**src/rtl/tug_pkg.sv**
```systemverilog
// Shared types and constants for the tug-of-war playfield controller.
package tug_pkg;

    localparam int NUM_LEDS = 9;
    localparam int CENTER   = 4;
    localparam int POS_W    = 4;

    localparam logic [POS_W-1:0] POS_LEFT_END  = POS_W'(NUM_LEDS - 1);
    localparam logic [POS_W-1:0] POS_RIGHT_END = '0;

    localparam logic [1:0] WIN_NONE  = 2'b00;
    localparam logic [1:0] WIN_LEFT  = 2'b01;
    localparam logic [1:0] WIN_RIGHT = 2'b10;

    typedef enum logic [1:0] {
        PLAY   = 2'd0,
        HOLD_L = 2'd1,
        HOLD_R = 2'd2,
        DONE   = 2'd3
    } state_t;

    // One-hot light pattern for a light position.
    function automatic logic [NUM_LEDS-1:0] pos_to_leds(input logic [POS_W-1:0] p);
        logic [NUM_LEDS-1:0] one;
        one = {{(NUM_LEDS - 1){1'b0}}, 1'b1};
        return one << p;
    endfunction

endpackage

```
**src/rtl/tug_field_score_counter.sv**
```systemverilog
// Saturating per-player round counter with increment enable.
module score_counter
    import tug_pkg::*;
#(
    parameter int W   = 3,
    parameter int MAX = 7
) (
    input  logic         clk,
    input  logic         reset,
    input  logic         inc_i,
    output logic [W-1:0] count_o
);

    logic [W-1:0] cnt_q;
    logic [W-1:0] cnt_d;

    // Next count: step on enable, pinned at MAX so it can never wrap.
    always_comb begin
        cnt_d = cnt_q;
        if (inc_i && (cnt_q != W'(MAX))) begin
            cnt_d = cnt_q + W'(1);
        end
    end

    // Count register, cleared asynchronously.
    always_ff @(posedge clk or posedge reset) begin
        if (reset) begin
            cnt_q <= '0;
        end else begin
            cnt_q <= cnt_d;
        end
    end

    assign count_o = cnt_q;

endmodule

```
**src/rtl/tug_field.sv**
```systemverilog
// Two-player tug-of-war: a light walks toward whoever is out-pressing the
// other; pushing it off an end wins the round, the field goes dark for a
// hold period, and the game stops once a player reaches MAX_SCORE.
module tug_field
    import tug_pkg::*;
#(
    parameter int HOLD_CYCLES = 8,
    parameter int MAX_SCORE   = 7
) (
    input  logic                clk,
    input  logic                reset,
    input  logic                l_press,
    input  logic                r_press,
    output logic [NUM_LEDS-1:0] leds,
    output logic [2:0]          l_score,
    output logic [2:0]          r_score,
    output logic [1:0]          winner,
    output logic                game_over
);

    localparam int HOLD_W = (HOLD_CYCLES > 1) ? $clog2(HOLD_CYCLES) : 1;
    localparam logic [HOLD_W-1:0] HOLD_LAST = HOLD_W'(HOLD_CYCLES - 1);

    state_t              state_q;
    logic [POS_W-1:0]    pos_q;
    logic [NUM_LEDS-1:0] leds_q;
    logic [1:0]          winner_q;
    logic                game_over_q;
    logic [HOLD_W-1:0]   hold_q;

    logic                l_only;
    logic                r_only;
    logic                l_win_d;
    logic                r_win_d;
    logic [2:0]          win_score;

    // Lone presses and round-win detection; these also drive the score counters.
    always_comb begin
        l_only    = l_press & ~r_press;
        r_only    = r_press & ~l_press;
        l_win_d   = (state_q == PLAY) && l_only && (pos_q == POS_LEFT_END);
        r_win_d   = (state_q == PLAY) && r_only && (pos_q == POS_RIGHT_END);
        win_score = (state_q == HOLD_L) ? l_score : r_score;
    end

    // Game FSM with registered light, winner and game-over outputs.
    // game_over rises when the final round's hold completes and DONE is entered.
    always_ff @(posedge clk or posedge reset) begin
        if (reset) begin
            state_q     <= PLAY;
            pos_q       <= POS_W'(CENTER);
            leds_q      <= pos_to_leds(POS_W'(CENTER));
            winner_q    <= WIN_NONE;
            game_over_q <= 1'b0;
            hold_q      <= '0;
        end else begin
            case (state_q)
                PLAY: begin
                    if (l_win_d) begin
                        state_q  <= HOLD_L;
                        leds_q   <= '0;
                        winner_q <= WIN_LEFT;
                        hold_q   <= '0;
                    end else if (r_win_d) begin
                        state_q  <= HOLD_R;
                        leds_q   <= '0;
                        winner_q <= WIN_RIGHT;
                        hold_q   <= '0;
                    end else if (l_only) begin
                        pos_q  <= pos_q + POS_W'(1);
                        leds_q <= pos_to_leds(pos_q + POS_W'(1));
                    end else if (r_only) begin
                        pos_q  <= pos_q - POS_W'(1);
                        leds_q <= pos_to_leds(pos_q - POS_W'(1));
                    end
                end
                HOLD_L, HOLD_R: begin
                    if (hold_q == HOLD_LAST) begin
                        if (win_score == 3'(MAX_SCORE)) begin
                            state_q     <= DONE;
                            game_over_q <= 1'b1;
                        end else begin
                            state_q  <= PLAY;
                            pos_q    <= POS_W'(CENTER);
                            leds_q   <= pos_to_leds(POS_W'(CENTER));
                            winner_q <= WIN_NONE;
                        end
                    end else begin
                        hold_q <= hold_q + HOLD_W'(1);
                    end
                end
                default: begin
                    state_q <= DONE;
                end
            endcase
        end
    end

    score_counter #(.W(3), .MAX(MAX_SCORE)) u_l_score (
        .clk     (clk),
        .reset   (reset),
        .inc_i   (l_win_d),
        .count_o (l_score)
    );

    score_counter #(.W(3), .MAX(MAX_SCORE)) u_r_score (
        .clk     (clk),
        .reset   (reset),
        .inc_i   (r_win_d),
        .count_o (r_score)
    );

    assign leds      = leds_q;
    assign winner    = winner_q;
    assign game_over = game_over_q;

endmodule

```
**config.mk**
```make
export PLATFORM = sky130hd
export DESIGN_NAME = tug_field
export DESIGN_NICKNAME = d
export VERILOG_FILES = /design/src/rtl/tug_pkg.sv /design/src/rtl/tug_field_score_counter.sv /design/src/rtl/tug_field.sv
export SDC_FILE = /design/constraint.sdc
export NUM_CORES = 1
export LEC_CHECK = 0
export CAP_MARGIN = 40
export CORE_UTILIZATION = 30
export CTS_CLUSTER_DIAMETER = 200
export DETAILED_ROUTE_END_ITERATION = 8
export GPL_TIMING_DRIVEN = 0
export SYNTH_ARGS = -nofsm -noshare
export SYNTH_HDL_FRONTEND = slang
export SYNTH_SLANG_ARGS = --single-unit
export TNS_END_PERCENT = 1
```
**constraint.sdc**
```tcl
create_clock -name clk -period 5.5 [get_ports clk]
set_clock_uncertainty 0.2 [all_clocks]
set_input_delay 1.65 -clock clk [delete_from_list [all_inputs] [get_ports clk]]
set_output_delay 1.65 -clock clk [all_outputs]
set_load 0.05 [all_outputs]
```
==> results.md <==
* Maximum clock rate at roughly 0.25 GHz
* Setup crit start: r_press
* Synth Cell Area at 0.00169 sq mm
* PortBufs at 21
* Async S/R FF share, synth at 1.00
* # DRC at 0
* Worst EP required at 5.46 ns
* Post-synth EDFFs at 0
* Synthesis-stage register bit count at 27
* First DRT Iteration DRCs at 24
* FILL cells at roughly 550
* Reg2Reg Setup Slack at approximately 2.9 ns
* Root buffer cell: clkbuf_8
* First-pass GRT wire length at roughly 6000 microns
* Worst setup path endpoint: pos_q[1]
* Vias in the first global route at approximately 1200
* Post-CTS setup repair buffer count at 0
* Top-area cell type share of the netlist area at 0.371
* Synth cell types at 40
* Clock sinks at 27
* Syn avg cell area at 10.3 sq um
* Warnings from Yosys at 0
* Final Max Slew Viols at 0
* Synth area leader: dfrtp_1
* Max-slew headroom at 0.634
* Post-Synthesis Cells at between 150 and 200
* Initial Util at 0.320
* Type of the worst min-delay path: reg -> reg
* Slowest-stage cell, CP: clkdlybuf4s50_1
* WP buf/inv at 3
* CP endpoint kind: flop
* CP max FO at 8
* Cts hold-fix bufs at 0
* DP HPWL at roughly 2500 microns
* Setup TNS at 0 ns
* TritonRoute pass-1 iters at 4
* Initial antenna violation count at 0
* Post-CTS resize count at 0
* ANT cells at 0
* CTS tree: yes
* Synthesis-to-finish area growth at 21.2%
* Ratio of cells with drive above 1 in the final layout at 0.116
* Tmin final at around 4.0 ns
* Reg clk slew, reported paths at around 0.1 ns
* Ranking of synthesized cells by area: dfrtp_1 37%, ha_1 13%, inv_1 4.7%
* Final net count at roughly 210
* Status: complete, no violations
* Die footprint at roughly 0.006 sq mm
* Worst slack, placed at between 1 and 1.5 ns
* RD Place Congestion at around 0.81
* Largest net degree at the start of global routing at 15
* VDD IR-drop max at 0.0869 mV
* Synth Flop Type: dfrtp_1
* IO Pins at 22
* CP Depth at 8
* Critical Path, Cell by Cell: clkdlybuf4s50_1 -> inv_1 -> ha_1 -> mux2i_1 -> nand2b_1 -> clkbuf_1 -> nand4b_1 -> mux2_2
* Leakage at 0.000993 uW
* Vias per inst at 4.86
* CP arrival at 3.95 ns
* Global route overflow at 0
* Register area share after synthesis at 0.402
* R2R depth at 7
* Chip width at roughly 77 microns
* Core Footprint at ~0.0053 sq mm
* Row cnt at 26
* Worst hold slack at roughly 0.30 ns
* Maxcap violations at 0
* Routed wire length per instance at 12.8 microns
* Routed Antenna Nets at 0
* PnR worst setup slack at around 1.5 ns
* Period Utilization, post-route at 0.725
* # setup viols final at 0
* Max incr delay on CP at ~0.49 ns
* Synth Net Count at 185
* Worst Min Path Start: game_over
* Worst reg2reg endpoint: pos_q[1]
* Setup crit start kind: input pin
* Clk_lat worst skew at ~0.27 ns
* H-tree depth at 1
* Final Hold Viols at 0
* Reg-to-reg startpoint: state_q[0]
* Least-Margin Pin Slew at roughly 0.55 ns
* Crit Path Class: in -> reg
* CTS Buf Count at 3
* DR vias at about 1300
* Total routing usage reported by global routing at 0.124
* Unrepaired setup endpoints after global routing: no
* Clock Tree Buf Depth at 2
* Crit-path leading delay family: buffers and inverters
* DRT Wirelength at roughly 3300 microns
* PwrDens at approximately 160 mW/mm^2
* Die span in y at roughly 77 microns
logic make-up (layout without fill, tap and decap cells):
group,count (synthesis),after routing,synth area share
buffers and inverters,27,53,0.0623
and+or+nand+nor,39,39,0.137
DFF,27,27,0.402
muxes,11,11,0.0764
adders and majority gates,18,18,0.138
xor gates and xnor gates,4,4,0.0208
AOI/OAI and AO/OA,37,37,0.163
final cells by class:
class / count / area, sq um / area share
clock buffer: 4 / 45.0 / 0.0220
inverter: 21 / 78.8 / 0.0386
tap: 70 / 87.6 / 0.0428
multi-input combinational: 109 / 903 / 0.442
timing repair buffer: 22 / 225 / 0.110
sequential: 27 / 678 / 0.332
buffer: 6 / 26.3 / 0.0129
per-layer routing:
metal	track usage	up-vias	wire length (microns)
li1	-	638	-
met1	0.182	587	1720
met2	0.189	31	1420
met3	0.0214	2	151
met4	0.0283	0	15
met5	0	-	0
worst reg2reg max path: cells and delay by family, from the launching register on:
kind / cells / cell delay, ns
buffers and inverters: 2 / 0.30
DFF: 1 / 0.42
and+or+nand+nor: 3 / 0.84
muxes: 1 / 0.38
adders and majority gates: 1 / 0.32
sequential cells by signal, summed over array words and instances, names as in the netlist:
signal	flops
game_over	1
hold_q	3
leds	9
pos_q	4
state_q	2
u_l_score.count_o	3
u_r_score.count_o	3
winner	2
placed cells by master (no fill, tap or decap), types with 3 or more instances in the layout:
cell type	synthesis	final
mux2_2	7	7
ha_1	17	17
and2_1	5	5
nand3_1	3	3
inv_1	21	21
nor2_1	13	13
a31oi_1	10	10
a22oi_1	3	3
dfrtp_1	25	25
clkdlybuf4s50_1	0	21
a21oi_1	4	4
a41o_1	6	6
clkbuf_8	0	3
nor2b_1	4	4
and3_1	4	4
clkbuf_1	5	6
stage by stage:
stage,std cells,total power [uW],util,cell area [sq um]
6_report,259,337,0.388,2040
4_1_cts,259,343,0.388,2040
3_3_place_gp,254,225,0.377,1980
2_1_floorplan,163,217,-,1690
3_5_place_dp,255,226,0.379,2000
5_1_grt,259,352,0.388,2040
report_power, final:
part           leakage (uW)  switching, uW  internal [uW]  total, uW
logic              0.000653           13.9           8.49       22.4
registers          0.000317          0.516            199        199
clock network     0.0000228           63.5           51.9        115
total              0.000993           78.0            259        337
cells in the mapped netlist, types with 3 or more instances:
library cell   n
a21oi_1        4
a22oi_1        3
a31oi_1       10
a41o_1         6
and2_1         5
and3_1         4
clkbuf_1       5
dfrtp_1       25
ha_1          17
inv_1         21
mux2_2         7
nand3_1        3
nor2_1        13
nor2b_1        4
worst min-delay path by stage:
stage	endpoint	cells past startpoint
floorplan	pos_q[2]	2
global placement	game_over	1
detailed placement	game_over	1
CTS	game_over	1
global route	game_over	1
finish	game_over	1
Power figures use the tool's default switching activity.
